$ cat config.mk
export PLATFORM = sky130hd
export DESIGN_NAME = instr_fetch_unit
export DESIGN_NICKNAME = d
export VERILOG_FILES = /design/src/rtl/cpu_pkg.sv /design/src/rtl/instr_fetch_unit_pc_next.sv /design/src/rtl/instr_fetch_unit.sv
export SDC_FILE = /design/constraint.sdc
export NUM_CORES = 1
export LEC_CHECK = 0
export CAP_MARGIN = 20
export CORE_MARGIN = 2
export CORE_UTILIZATION = 52
export DETAILED_ROUTE_END_ITERATION = 7
export GPL_ROUTABILITY_DRIVEN = 0
export GPL_TIMING_DRIVEN = 0
export HOLD_SLACK_MARGIN = 0.02
export PLACE_DENSITY_LB_ADDON = 0.05
export SYNTH_ARGS = -nofsm -noshare
export SYNTH_HDL_FRONTEND = slang
export SYNTH_SLANG_ARGS = --single-unit
$ cat constraint.sdc
create_clock -name clk -period 5.7 [get_ports clk]
set_input_delay 1.14 -clock clk [delete_from_list [all_inputs] [get_ports clk]]
set_output_delay 1.14 -clock clk [all_outputs]
set_load 0.1 [all_outputs]
$ cat src/rtl/cpu_pkg.sv
// cpu_pkg: shared opcode/funct encodings and the fetch-stage state type.
package cpu_pkg;
  localparam logic [5:0] OP_RTYPE = 6'h00;
  localparam logic [5:0] OP_ADDI  = 6'h08;
  localparam logic [5:0] OP_LW    = 6'h23;
  localparam logic [5:0] OP_SW    = 6'h2B;
  localparam logic [5:0] OP_BEQ   = 6'h04;
  localparam logic [5:0] OP_HALT  = 6'h3F;
  localparam logic [5:0] FN_ADD   = 6'h20;
  localparam logic [5:0] FN_SUB   = 6'h22;
  localparam logic [5:0] FN_AND   = 6'h24;
  localparam logic [5:0] FN_OR    = 6'h25;
  localparam logic [5:0] FN_SLT   = 6'h2A;
  typedef enum logic [1:0] {FETCH, ISSUE, HALT, ERROR} fetch_state_t;
endpackage

$ cat src/rtl/instr_fetch_unit_pc_next.sv
// pc_next_logic: next-PC selection, sequential (pc+4) or branch target.
//   pc           in  current PC
//   imm          in  16-bit branch offset in words
//   branch_taken in  select branch target
//   pc_next      out next PC, modulo 2^PC_WIDTH
module pc_next_logic #(
  parameter int PC_WIDTH = 32
) (
  input  logic [PC_WIDTH-1:0] pc,
  input  logic [15:0]         imm,
  input  logic                branch_taken,
  output logic [PC_WIDTH-1:0] pc_next
);
  logic [PC_WIDTH-1:0] w_seq;
  logic [PC_WIDTH-1:0] w_off;
  assign w_seq   = pc + PC_WIDTH'(4);
  assign w_off   = PC_WIDTH'($signed(imm));
  assign pc_next = branch_taken ? w_seq + (w_off << 2) : w_seq;
endmodule

$ cat src/rtl/instr_fetch_unit.sv
// instr_fetch_unit: holds the PC, fetches one instruction over a ready
// handshake, presents it until retire, then advances; stops on HALT or timeout.
//   clk, rst (sync, active-low)
//   imem_req/imem_addr/imem_rdata/imem_ready  instruction memory handshake
//   retire, branch_taken                      completion of the held instruction
//   instr/opCode/funct/imm/instr_valid/pc     held instruction to control unit
//   halted, fetch_err                         terminal status
module instr_fetch_unit
  import cpu_pkg::*;
#(
  parameter int                 PC_WIDTH    = 32,
  parameter logic [PC_WIDTH-1:0] RESET_PC   = '0,
  parameter logic [5:0]         HALT_OPCODE = OP_HALT,
  parameter int                 TIMEOUT     = 15
) (
  input  logic                clk,
  input  logic                rst,
  output logic                imem_req,
  output logic [PC_WIDTH-1:0] imem_addr,
  input  logic [31:0]         imem_rdata,
  input  logic                imem_ready,
  input  logic                retire,
  input  logic                branch_taken,
  output logic [31:0]         instr,
  output logic [5:0]          opCode,
  output logic [5:0]          funct,
  output logic [15:0]         imm,
  output logic                instr_valid,
  output logic [PC_WIDTH-1:0] pc,
  output logic                halted,
  output logic                fetch_err
);
  localparam int CW = $clog2(TIMEOUT + 1);
  localparam logic [PC_WIDTH-1:0] PC0 = {RESET_PC[PC_WIDTH-1:2], 2'b00};
  fetch_state_t        r_state, w_next;
  logic [PC_WIDTH-1:0] r_pc, w_pc_next;
  logic [31:0]         r_instr;
  logic                r_valid, r_halted, r_err;
  logic [CW-1:0]       r_wait;
  logic                w_last_wait;
  assign w_last_wait = r_wait == CW'(TIMEOUT - 1);
  pc_next_logic #(.PC_WIDTH(PC_WIDTH)) u_pc_next (
    .pc          (r_pc),
    .imm         (r_instr[15:0]),
    .branch_taken(branch_taken),
    .pc_next     (w_pc_next)
  );
  always_comb begin
    w_next = r_state;
    case (r_state)
      FETCH:   w_next = imem_ready ? ISSUE : (w_last_wait ? ERROR : FETCH);
      ISSUE:   w_next = retire ? (r_instr[31:26] == HALT_OPCODE ? HALT : FETCH) : ISSUE;
      default: w_next = r_state;
    endcase
  end
  always_ff @(posedge clk) begin
    if (!rst) begin
      r_state  <= FETCH;
      r_pc     <= PC0;
      r_instr  <= '0;
      r_valid  <= 1'b0;
      r_halted <= 1'b0;
      r_err    <= 1'b0;
      r_wait   <= '0;
    end else begin
      r_state <= w_next;
      if (r_state == FETCH) begin
        if (imem_ready) begin
          r_instr <= imem_rdata;
          r_valid <= 1'b1;
          r_wait  <= '0;
        end else if (w_last_wait) begin
          r_err <= 1'b1;
        end else begin
          r_wait <= r_wait + 1'b1;
        end
      end
      if (r_state == ISSUE && retire) begin
        r_valid  <= 1'b0;
        r_pc     <= w_pc_next;
        r_halted <= w_next == HALT;
      end
    end
  end
  // Gated by rst so no request is seen while reset is still held.
  assign imem_req    = rst && r_state == FETCH;
  assign imem_addr   = r_pc;
  assign pc          = r_pc;
  assign instr       = r_instr;
  assign opCode      = r_instr[31:26];
  assign funct       = r_instr[5:0];
  assign imm         = r_instr[15:0];
  assign instr_valid = r_valid;
  assign halted      = r_halted;
  assign fetch_err   = r_err;
endmodule

---- Word level (Yosys, flattened, before mapping) ----
Cells that the tools add are included.
storage, ports and cells
  bits in latches ......................... 0
  ROM bits ................................ 0
  logic and storage cells ................. 32
  memory bits (writable) .................. 0
  register bits ........................... 73
  memories kept ........................... 0
  output and inout port bits .............. 128
  input port bits ......................... 37
operators by class
  equality and inequality tests ........... 5
  magnitude comparators ................... 0
  reduce and logical (&&, ||, !) cells .... 7
  mux-type cells .......................... 8
  div/mod/pow operators ................... 0
  multiply operators ...................... 0
  add/sub/neg operators ................... 3
  bitwise logic cells ..................... 2
  shifts and indexed selects .............. 0
operator list
  cell                                            count
  adder 32 x 3 -> 32 bit (second input constant)  1
  adder 32 bit                                    1
  two-way mux 32 bit                              1
  two-way mux 2 bit                               4
  two-way mux 4 bit                               2
  == test 6 bit (second input constant)           1
  adder 4 x 1 -> 4 bit (second input constant)    1
  == test 4 bit (second input constant)           1
  one-hot mux 2 bit (2 select lines)              1
  AND reduction 2 bit                             2
  AND reduction 3 bit                             1
  == test 2 x 1 -> 1 bit (second input constant)  1
  == test 2 bit (second input constant)           1
  logical AND 1 bit                               2
  zero test 2 bit                                 1
  != test 2 bit (second input constant)           1
  NOT 1 bit                                       2
  OR reduction 2 bit                              1

---- Longest topological paths before layout ----
Gate-level depths: netlist (run 1).
  word-level depth ........................ 5
  depth in mapped cells ................... 18
  depth with buffers taken out ............ 16

---- Cells and area by module ----
From an unflattened synthesis (run 1), not the netlist that was laid out.
second synthesis, totals
  cells, all modules ...................... 787
  area, all modules ....................... 5,926.9 µm²
by module, submodules not included
  module            area an instance (µm²)  instances  cells an instance  sequential area each (µm²)
  instr_fetch_unit  3,090.5                 1          393                1,461.4
  pc_next_logic     2,836.5                 1          394                0.0

---- Least setup slack after synthesis (run 1) ----
Ideal clock, no wire load.
  kind .................................... register to register
  from .................................... register r_pc[5], in the netlist imem_addr[5]
  to ...................................... register r_pc[30], in the netlist imem_addr[30]
  setup slack ............................. 1.209 ns
  buffers on the path ..................... 2
  data arrival time ....................... 4.395 ns
  data required time ...................... 5.605 ns
  cell stages (with the launch flop) ...... 19
  library setup time ...................... 0.095 ns
  clock period less this slack ............ 4.491 ns
  cells stage by stage .................... dfxtp_1 -> buf_2 -> and3_1 -> and3_1 -> buf_2 -> nand4_1 -> nor3_1 -> and3_1 -> xor2_1 -> ha_1 -> a21o_1 -> a21o_1 -> a21oi_1 -> o21ai_0 -> a21o_1 -> a21oi_1 -> mux2i_1 -> a21oi_1 -> a221oi_1
on the way
  cells in the longest elaborated chain, start to end .. 3
RTL lines
  element                     RTL line                        RTL
  start, declared             instr_fetch_unit.sv:36          logic [PC_WIDTH-1:0] r_pc, w_pc_next;
  start signal, assigned      instr_fetch_unit.sv:80          r_pc <= w_pc_next;
  adder 32 x 3 -> 32 bit (*)  instr_fetch_unit_pc_next.sv:16  assign w_seq = pc + PC_WIDTH'(4);
  adder 32 bit                instr_fetch_unit_pc_next.sv:18  assign pc_next = branch_taken ? w_seq + (w_off << 2) : w_seq;
  two-way mux 32 bit (*)      instr_fetch_unit_pc_next.sv:18
Every way passes the cells marked *; elsewhere a longest branch is shown, timed or not.
A chain may end at the register's enable or synchronous reset.

---- Worst setup path in the final report (run 1) ----
  from .................................... input rst
  to ...................................... output imem_req
on the way
  cells in the longest elaborated chain, start to end .. 1
RTL lines
  element            RTL line                RTL
  start, declared    instr_fetch_unit.sv:17  input logic rst,
  logical AND 1 bit  instr_fetch_unit.sv:86  assign imem_req = rst && r_state == FETCH;
  end, declared      instr_fetch_unit.sv:18  output logic imem_req,
Every way passes these cells.

==> results of run 1 <==
-- worst max-delay path, delay by kind of cell --
kind / cells / cell delay (ps)
buffers and inverters: 5 / 2660
and+or+nand+nor: 1 / 180
-- final timing paths --
check	start	end	cells past startpoint
worst max-delay path	rst	imem_req	6
worst min-delay path	instr[22]	instr[22]	2
worst min register to register	instr[22]	instr[22]	2
worst max register to register	imem_addr[11]	imem_addr[30]	17
-- stage by stage --
stage	power (mW)	utilization [%]	hold WS (ps)	setup WS (ps)
6_report	1.55	72.7	460	562
5_1_grt	1.61	72.7	487	443
4_1_cts	1.55	72.7	461	589
3_5_place_dp	1.13	70.8	448	609
3_3_place_gp	1.12	70.8	443	577
2_1_floorplan	0.987	-	458	1210
-- kinds of logic (layout without fill, tap and decap cells) --
family | after synthesis | in the layout
muxes | 8 | 8
buffers and inverters | 112 | 286
DFF | 71 | 71
other | 1 | 4
xor gates and xnor gates | 53 | 53
AOI/OAI and AO/OA | 209 | 209
adders and majority gates | 40 | 40
and+or+nand+nor | 256 | 256
-- placed cells by master (no fill, tap or decap), types with 6 or more instances in the layout --
cell,count
sky130_fd_sc_hd__buf_4,62
sky130_fd_sc_hd__xor2_1,25
sky130_fd_sc_hd__a21oi_1,83
sky130_fd_sc_hd__a211oi_1,8
sky130_fd_sc_hd__nand4_1,10
sky130_fd_sc_hd__clkdlybuf4s50_1,159
sky130_fd_sc_hd__o31ai_1,6
sky130_fd_sc_hd__dfxtp_1,71
sky130_fd_sc_hd__clkbuf_1,31
sky130_fd_sc_hd__o21ai_0,45
sky130_fd_sc_hd__xnor2_1,28
sky130_fd_sc_hd__ha_1,39
sky130_fd_sc_hd__nand3_1,19
sky130_fd_sc_hd__mux2i_1,7
sky130_fd_sc_hd__a21o_1,13
sky130_fd_sc_hd__clkbuf_8,11
sky130_fd_sc_hd__nor2_1,69
sky130_fd_sc_hd__a22oi_1,11
sky130_fd_sc_hd__nand2_1,101
sky130_fd_sc_hd__inv_1,10
sky130_fd_sc_hd__a31oi_1,8
sky130_fd_sc_hd__nor3_1,11
sky130_fd_sc_hd__and3_1,21
-- final cells by class --
type,count,share of cell area (%)
repair buffers,159,21.1
well taps,136,2.26
plain buffers,101,8.20
clock buffers,12,2.06
clock inverters,3,0.564
multi-input cells,570,46.4
flip-flops and latches,71,18.8
inverters,11,0.548
-- registers in the layout, indices dropped and copies added, names as in the netlist --
name,count
imem_addr,30
instr,32
halted,1
r_state,2
r_wait,4
instr_valid,1
fetch_err,1
-- per-layer routing --
metal  track usage [%]  up-vias
met1              38.5     2821
li1                  -     2919
met2              49.6      380
met3              6.96       41
met5                 0        -
met4              13.0        0
-- power by group --
part	total, mW	internal (mW)	leakage (nW)	switching (mW)
registers	0.549	0.517	0.579	0.0319
clock network	0.428	0.223	0.0985	0.205
logic	0.577	0.159	2.54	0.418
total	1.55	0.900	3.22	0.654
==> run metrics, run 1 <==
number of placed instances, taps included=1048; maximum clock frequency=approximately 0.2 GHz; GR Overflow Total=0; Worst Max-Slew Pin Slew=~1000 ps; clk root buf=sky130_fd_sc_hd__clkbuf_8; critical path's slowest cell=sky130_fd_sc_hd__clkdlybuf4s50_1; number of buffers added to fix hold violations after cts=0; number of antenna violations at the first check in global routing=0; maximum root-to-sink buffer count=2; synthesized-area fraction occupied by adder cells=9.12%; final design instance area without fill=between 0.007 and 0.008 sq mm; endpoints failing hold=0; top flip-flop cell by instance count after synthesis=sky130_fd_sc_hd__dfxtp_1; Buffers on Ports=159; max layer used=met4; area of the core=0.0104 sq mm; wire length of the first global-routing pass=between 20 and 30 mm; length of routed wiring on met1=6.96 mm; Layout Cells excl Fill=1063; FFs w/ async S/R, synth=0%; via/cell ratio=5.80; Post-synth EDFFs=0; Post-CTS Setup Inserts=0; clock network latency to the later pin of the worst-skew pair=~370 ps; Pwr per Cell Area=206 mW/mm^2; Hold Crit Class=flop to flop; average cell area after synthesis=7.43 sq um; Starting DRT DRC Count=between 400 and 500; final slew viol count=0; area enclosed by the die boundary=around 0.012 sq mm; most numerous cell in the Yosys netlist=sky130_fd_sc_hd__nand2_1; multi-input logic area=0.00350 sq mm; area growth from synthesis to layout=35.4%; largest driver fanout on the critical path=10; reported max-cap violation count=0; simple-gate area share of the yosys netlist=approximately a fifth; post-detailed-routing wire length=17.7 mm; cell accounting for the most synthesized area=sky130_fd_sc_hd__dfxtp_1; endpoints failing setup=0; estimated wirelength of the detail-placed design=between 10 and 15 mm; total standard cell area after synthesis=0.00557 sq mm; worst setup path class=input port to output pin; worst endpoint data arrival time=4000 ps; vias after detailed routing=6161; gr usage total=between 30% and 40%; Pre-Repair DR Iteration Count=5; routed len/inst=between 15 and 20 um; Top-Level Pins=165; CTS H-Tree Depth=3; post-layout net count=1000; final antenna-violating net count=0; cell row count=37; TritonCTS clock tree=yes; CP max stage delay=between 1000 and 1500 ps; count of unique library cells instantiated by Yosys=57; status=finished clean; largest vdd supply drop=0.157 mV; required arrival time at the worst endpoint=approximately 4600 ps; reg-to-reg slack, setup=approximately 1300 ps; category of the worst setup path launch point=input port; clock tree skew after final layout=13.4 ps; Seq/Total Area, Yosys=25.5%; initial cell density of the core=53.7%; post-synthesis sequential element count=71; count of unresolved DRC violations after routing=0; cell area after placement=0.00734 sq mm; critical-path cell list=clkdlybuf4s50_1 > clkbuf_1 > inv_2 > clkbuf_1 > nor2_1 > clkdlybuf4s50_1; number of fill cells in the layout=836; Worst slew margin=32.1%; number of CTS-inserted buffers=9; largest family of logic cells by synthesized area=compound AO/OA/AOI/OAI gates; accumulated negative setup slack=0 ps; largest cells by area after synthesis=sky130_fd_sc_hd__dfxtp_1 26%, sky130_fd_sc_hd__ha_1 8.8%, sky130_fd_sc_hd__buf_4 8.4%; clock transition time at the flip-flop clock pins of the worst setup and hold paths=70 ps; largest net degree at the start of global routing=24; synthesized instance count=750; register area=between 0.001 and 0.0015 sq mm; fraction of the cycle the final worst path needs=90.1%; proportion of layout cells with a drive suffix above 1=9.60%; number of warnings reported in the yosys synthesis log=0; die extent in y=108 um; most instantiated cells after synthesis=101 x sky130_fd_sc_hd__nand2_1, 83 x sky130_fd_sc_hd__a21oi_1, 71 x sky130_fd_sc_hd__dfxtp_1; capturing element type of the critical path=output pin; number of gates given a new drive strength after cts=0; clock sinks=between 70 and 80; Die X-Extent=about 110 um; detailed-routed wire length on met3=~2.1 mm; crit path time final=5140 ps; share of synthesized area spent on multiplexers=1.46%; compound-cell area share of the yosys netlist=22.9%; number of global-route vias before repair=5864; Diodes inserted=0; xor/xnor cell area share of the yosys netlist=between 8 and 9%; leakage power=3.22 nW; Yosys top cell area share=25.5%; met2 layer wire length in the routed design=around 8.3 mm; RSZ-0062 raised after global routing=no
Power figures use the tool's default switching activity.
==> run 2, diff against run 1 <==
Settings changed: CORE_ASPECT_RATIO set to 1.2, CORE_UTILIZATION 52 to 65, DONT_BUFFER_PORTS set to 1.
==> run 2 against run 1 <==
Net effect:
- flip-flop and latch count unchanged
- sequential power grew 23%
- clock power about the same
- cell area is 17% lower
- critical path depth up 12
- hold slack improved by 47 ps
- core utilization is 0.86 points higher
- largest cell class unchanged
- largest power group is now sequential cells
==> run metrics, run 2 (synthesis results as in run 1) <==
status=finished clean; clock network latency to the later pin of the worst-skew pair=approximately 370 ps; Die X-Extent=just under 90 um; required arrival time at the worst endpoint=5980 ps; area of the core=around 0.0085 sq mm; endpoints failing hold=0; GRT met3 Usage=a little over 7%; final slew viol count=0; post-layout net count=854; GR Overflow Total=0; clock tree skew after final layout=17.4 ps; initial cell density of the core=65.8%; leakage power=2.78 nW; TritonCTS clock tree=yes; count of unresolved DRC violations after routing=0; vias after detailed routing=5596; Worst Max-Slew Pin Slew=about 1200 ps; clk root buf=sky130_fd_sc_hd__clkbuf_8; Starting DRT DRC Count=493; clock transition time at the flip-flop clock pins of the worst setup and hold paths=80 ps; die extent in y=105 um; fraction of the cycle the final worst path needs=94.2%; capturing element type of the critical path=flop; Setup Slack @ Placement=between 400 and 500 ps; accumulated negative setup slack=0 ps; crit path time final=5370 ps; start point of the critical path=imem_addr[5]; critical path's slowest cell=sky130_fd_sc_hd__dfxtp_1; routed len/inst=18.2 um; cell row count=37; Worst slew margin=between 20 and 25%; area growth from synthesis to layout=11.9%; final antenna-violating net count=0; RR Startpoint=imem_addr[5]; flip-flop count of the largest register, all copies and words added=32; gr usage total=34.3%; wire length of the first global-routing pass=roughly 25 mm; most frequent standard cell in the layout excluding fill and tap cells=sky130_fd_sc_hd__nand2_1; maximum root-to-sink buffer count=2; worst setup path class=flop to flop; Buffers on Ports=0; critical path's top delay family=compound AO/OA/AOI/OAI gates; fraction of met1 tracks used by global routing=roughly two fifths; number of gates given a new drive strength after cts=0; CP max stage delay=~990 ps; clock sinks=71; CTS H-Tree Depth=3; final worst slack=about 330 ps; largest vdd supply drop=around 0.24 mV; Pwr per Cell Area=between 200 and 250 mW/mm^2; worst slack on hold paths=507 ps; estimated wirelength of the detail-placed design=11.9 mm; routing usage on met2=57.3%; number of CTS-inserted buffers=9; RSZ-0062 raised after global routing=no; largest driver fanout on the critical path=10; category of the worst setup path launch point=flop; maximum clock frequency=0.186 GHz; critical-path cell list=buf_2 > and3_1 > and3_1 > buf_2 > nand4_1 > nor3_1 > and3_1 > xor2_1 > ha_1 > a21o_1 > a21o_1 > a21oi_1 > o21ai_0 > a21o_1 > a21oi_1 > mux2i_1 > a21oi_1 > a221oi_1; final design instance area without fill=0.00623 sq mm; cell area after placement=0.00584 sq mm; most frequent cells in the layout=101 x sky130_fd_sc_hd__nand2_1, 83 x sky130_fd_sc_hd__a21oi_1, 70 x sky130_fd_sc_hd__dfxtp_1; Post-CTS Setup Inserts=0; Top-Level Pins=165; startpoint of the lowest-slack hold path=r_wait[3]; post-detailed-routing wire length=16.4 mm; Pre-Repair DR Iteration Count=7; Hold Crit Class=flop to flop; proportion of layout cells with a drive suffix above 1=13.3%; reported max-cap violation count=0; number of buffers added to fix hold violations after cts=0; Diodes inserted=0; Final Power=1.47 mW; worst endpoint data arrival time=5650 ps; area enclosed by the die boundary=0.00933 sq mm; number of global-route vias before repair=5324; global routing's busiest layer=met2; endpoints failing setup=0; number of buffers and inverters on the critical path=2; largest net degree at the start of global routing=20; number of antenna violations at the first check in global routing=0; via/cell ratio=6.22
run 2: changes by cell type in the layout (fill, tap and decap cells not counted), sizes merged:
| cell | delta |
|---|---|
| buf | +12 |
| clkdlybuf4s50 | -159 |
| clkinv | +1 |
| inv | +1 |
run 2: area by class of cell:
cell class,instances,area [sq um]
Clock buffer,11,141
Inverter,11,41.3
Multi-Input combinational cell,570,3500
Fill cell,689,2240
Tap cell,117,146
Buffer,101,618
Timing Repair Buffer,13,304
Sequential cell,71,1420
Clock inverter,5,56.3
run 2: where the power goes:
group          switching, mW  total, mW  leakage, nW  internal, mW
logic                  0.276      0.369         2.10        0.0928
clock network          0.215      0.429       0.0997         0.215
registers              0.159      0.676        0.579         0.517
total                  0.651       1.47         2.78         0.824
run 2: path summary, 6_finish.rpt:
path / endpoint / slack [ps] / cells after the start
max: imem_addr[30] / 330 / 18
min: r_wait[3] / 510 / 2
max reg2reg: imem_addr[30] / 330 / 18
min reg2reg: r_wait[3] / 510 / 2
run 2: worst register-to-register path: stages, from the launching register on:
cell                       delay (ps)
sky130_fd_sc_hd__dfxtp_1          990
sky130_fd_sc_hd__buf_2            350
sky130_fd_sc_hd__and3_1           190
sky130_fd_sc_hd__and3_1           160
sky130_fd_sc_hd__buf_2            210
sky130_fd_sc_hd__nand4_1          260
sky130_fd_sc_hd__nor3_1           480
sky130_fd_sc_hd__and3_1           300
sky130_fd_sc_hd__xor2_1           270
sky130_fd_sc_hd__ha_1             320
sky130_fd_sc_hd__a21o_1           180
sky130_fd_sc_hd__a21o_1           180
sky130_fd_sc_hd__a21oi_1          290
sky130_fd_sc_hd__o21ai_0          160
sky130_fd_sc_hd__a21o_1           190
sky130_fd_sc_hd__a21oi_1          210
sky130_fd_sc_hd__mux2i_1          220
sky130_fd_sc_hd__a21oi_1           80
sky130_fd_sc_hd__a221oi_1         250
run 2: per-stage QoR:
stage	utilization (%)	cells
6_report	73.6	899
5_1_grt	73.6	899
4_1_cts	71.2	891
3_5_place_dp	68.9	875
3_3_place_gp	67.6	870
2_1_floorplan	-	753
run 2: metal layers:
layer	up-vias	routed length, um
met5	-	0
met2	290	8050
met1	2620	6340
met4	0	744
met3	56	1210
li1	2630	-
==> run 3, diff against run 2 <==
Settings changed: ABC_AREA set to 1, REMOVE_ABC_BUFFERS set to 1, SYNTH_HIERARCHICAL set to 1.
==> run 3 against run 2 <==
Net effect:
- die area grew 12%
- critical path type unchanged
- critical endpoint is now imem_addr[27]
- final cell count increased by 26%
- largest cell class unchanged
- setup slack better by 1300 ps
==> run metrics, run 3 <==
status=finished clean; reg-to-reg slack, setup=1650 ps; cell depth of the worst hold path=1; number of global-route vias before repair=approximately 6400; number of cell instances on the worst register-to-register path=19; fraction of the cycle the final worst path needs=71.0%; number of antenna violations at the first check in global routing=0; Buffers on Ports=0; clk root buf=sky130_fd_sc_hd__clkbuf_16; count of unresolved DRC violations after routing=0; GRT met3 Usage=roughly 8.5%; Die X-Extent=93.8 um; Worst slew margin=29.0%; area enclosed by the die boundary=roughly 0.010 sq mm; fraction of met1 tracks used by global routing=between 40% and 50%; final design utilization=76.5%; maximum root-to-sink buffer count=2; clock sinks=73; area growth from synthesis to layout=15.1%; accumulated negative setup slack=0 ps; leakage power=3.42 nW; post-synthesis sequential element count=73; top flip-flop cell by instance count after synthesis=sky130_fd_sc_hd__dfxtp_1; category of the worst setup path launch point=flop; number of warnings reported in the yosys synthesis log=6; RSZ-0062 raised after global routing=no; crit path time final=a little over 4000 ps; Seq/Total Area, Yosys=23.2%; clock network latency to the later pin of the worst-skew pair=between 300 and 400 ps; endpoints failing setup=0; post-layout net count=1079; Pwr per Cell Area=294 mW/mm^2; final slew viol count=0; cell type with the highest occurrence count on the critical path=sky130_fd_sc_hd__nand2_1; TritonCTS clock tree=yes; CP max stage delay=1010 ps; FFs w/ async S/R, synth=0%; total standard cell area after synthesis=0.00629 sq mm; Final Power=2.13 mW; synthesized instance count=roughly 1000; Worst Max-Slew Pin Slew=1060 ps; cell accounting for the most synthesized area=sky130_fd_sc_hd__dfxtp_1; Layout Cells excl Fill=1130; critical-path cell list=buf_6 > nand2_1 > inv_1 > nand2_1 > nor2_2 > nand3_2 > nor2_2 > xnor2_1 > clkinv_1 > ha_1 > nand2_1 > nor4_1 > nand3_1 > nand3_1 > nand2_1 > nand3_1 > nand2_1 > nor2_2 > nor2_1; number of placed instances, taps included=~1100; gr usage total=35.4%; required arrival time at the worst endpoint=5930 ps; critical path's top delay family=simple AND/OR/NAND/NOR gates; largest net degree at the start of global routing=around 70; global routing's busiest layer=met2; RR Startpoint=imem_addr[7]; area of the core=0.00947 sq mm; cell row count=39; worst setup path class=flop to flop; vias after detailed routing=6450; startpoint of the lowest-slack hold path=r_wait[0]; Yosys top cell area share=23.2%; number of CTS-inserted buffers=9; Top-Level Pins=165; most frequent standard cell in the layout excluding fill and tap cells=sky130_fd_sc_hd__nand2_1; Worst Hold Path EP=r_wait[0]; Starting DRT DRC Count=approximately 530; capturing element type of the critical path=flop; average cell area after synthesis=6.34 sq um; final antenna-violating net count=0; critical path's slowest cell=sky130_fd_sc_hd__dfxtp_2; wire length of the first global-routing pass=about 30 mm; largest vdd supply drop=0.263 mV; Pre-Repair DR Iteration Count=8; most numerous cell in the Yosys netlist=sky130_fd_sc_hd__nand2_1; Post-synth EDFFs=0; count of unique library cells instantiated by Yosys=39; Diodes inserted=0; most instantiated cells after synthesis=222 x sky130_fd_sc_hd__nand2_1, 180 x sky130_fd_sc_hd__nor2_1, 84 x sky130_fd_sc_hd__inv_1; post-detailed-routing wire length=17.7 mm; number of gates given a new drive strength after cts=0; final worst slack=1650 ps; largest driver fanout on the critical path=7; estimated wirelength of the detail-placed design=13.2 mm; number of buffers added to fix hold violations after cts=0; proportion of layout cells with a drive suffix above 1=16.7%; clock transition time at the flip-flop clock pins of the worst setup and hold paths=60 ps; Setup Slack @ Placement=1740 ps; most frequent cells in the layout=222 x sky130_fd_sc_hd__nand2_1, 179 x sky130_fd_sc_hd__nor2_1, 84 x sky130_fd_sc_hd__inv_1; routing usage on met2=61.2%; Hold Crit Class=flop to flop; worst endpoint data arrival time=4270 ps; initial cell density of the core=66.5%; die extent in y=112 um; GR Overflow Total=0; routed len/inst=15.7 um; worst reg2reg endpoint=imem_addr[27]; CTS H-Tree Depth=3; endpoints failing hold=0; Post-CTS Setup Inserts=0; maximum clock frequency=0.247 GHz; via/cell ratio=between 5 and 6; number of fill cells in the layout=739; clock tree skew after final layout=7.27 ps; reported max-cap violation count=0; number of buffers and inverters on the critical path=3; largest cells by area after synthesis=sky130_fd_sc_hd__dfxtp_1 23%, sky130_fd_sc_hd__nand2_1 13%, sky130_fd_sc_hd__nor2_1 11%
-- run 3: cell types whose count changed in the layout (fill, tap and decap cells not counted), sizes merged, moves of 7 or more --
cell | previous run | this run
nor2 | 70 | 206
nand2 | 101 | 228
inv | 12 | 89
a21oi | 84 | 39
o21ai | 46 | 90
clkbuf | 42 | 10
nand3 | 19 | 51
and3 | 21 | 0
a21o | 13 | 2
a22oi | 11 | 0
xor2 | 25 | 16
a211oi | 8 | 0
mux2i | 7 | 0
xnor2 | 28 | 21
-- run 3: cell families (layout without fill, tap and decap cells) --
| kind of cell | count (synthesis) | in the layout | share of synthesized area (%) |
|---|---|---|---|
| and+or+nand+nor | 520 | 520 | 35.7 |
| buffers and inverters | 180 | 195 | 16.1 |
| AOI/OAI and AO/OA | 142 | 142 | 11.7 |
| DFF | 73 | 73 | 23.2 |
| adders and majority gates | 40 | 40 | 8.07 |
| xor gates and xnor gates | 37 | 37 | 5.27 |
-- run 3: power breakdown --
| part | internal (mW) | switching, mW | total, mW |
|---|---|---|---|
| registers | 0.553 | 0.257 | 0.810 |
| logic | 0.193 | 0.502 | 0.696 |
| clock network | 0.386 | 0.234 | 0.620 |
| total | 1.13 | 0.994 | 2.13 |
-- run 3: how the worst max path moves through the flow --
stage / start / end / slack [ps] / depth (start not counted)
after detailed placement: imem_addr[7] / imem_addr[27] / 1740 / 19
after global routing: imem_addr[7] / imem_addr[31] / 1440 / 22
after global placement: imem_addr[2] / imem_addr[27] / 530 / 19
after floorplan: imem_addr[2] / imem_addr[27] / 1240 / 19
final: imem_addr[7] / imem_addr[27] / 1650 / 19
after CTS: imem_addr[7] / imem_addr[27] / 1710 / 19
-- run 3: worst register-to-register path: stages (launching register included) --
cell and delay, ps:
sky130_fd_sc_hd__dfxtp_2 1010, sky130_fd_sc_hd__buf_6 220, sky130_fd_sc_hd__nand2_1 90, sky130_fd_sc_hd__inv_1 70
sky130_fd_sc_hd__nand2_1 100, sky130_fd_sc_hd__nor2_2 240, sky130_fd_sc_hd__nand3_2 220, sky130_fd_sc_hd__nor2_2 140
sky130_fd_sc_hd__xnor2_1 130, sky130_fd_sc_hd__clkinv_1 110, sky130_fd_sc_hd__ha_1 430, sky130_fd_sc_hd__nand2_1 140
sky130_fd_sc_hd__nor4_1 370, sky130_fd_sc_hd__nand3_1 200, sky130_fd_sc_hd__nand3_1 110, sky130_fd_sc_hd__nand2_1 50
sky130_fd_sc_hd__nand3_1 70, sky130_fd_sc_hd__nand2_1 70, sky130_fd_sc_hd__nor2_2 100, sky130_fd_sc_hd__nor2_1 50
-- run 3: cell type report --
| cell class | instances | area [sq um] | share of cell area (%) |
|---|---|---|---|
| clock buffers | 10 | 229 | 3.16 |
| clock inverters | 6 | 91.3 | 1.26 |
| inverters | 93 | 354 | 4.89 |
| multi-input cells | 739 | 3820 | 52.8 |
| flip-flops and latches | 73 | 1540 | 21.3 |
| well taps | 123 | 154 | 2.12 |
| repair buffers | 86 | 1050 | 14.5 |
-- run 3: layer usage --
metal  vias to the layer above  part of all wire (%)
met4                         0                   3.7
met1                      2941                    39
met3                        58                   8.4
met2                       321                    49
li1                       3130                     -
met5                         -                     0
-- run 3: stage by stage --
stage | area, sq um | hold slack (ps)
floorplan | 5640 | 462
global placement | 5790 | 483
detailed placement | 6920 | 484
CTS | 7240 | 504
global route | 7240 | 530
finish | 7240 | 509
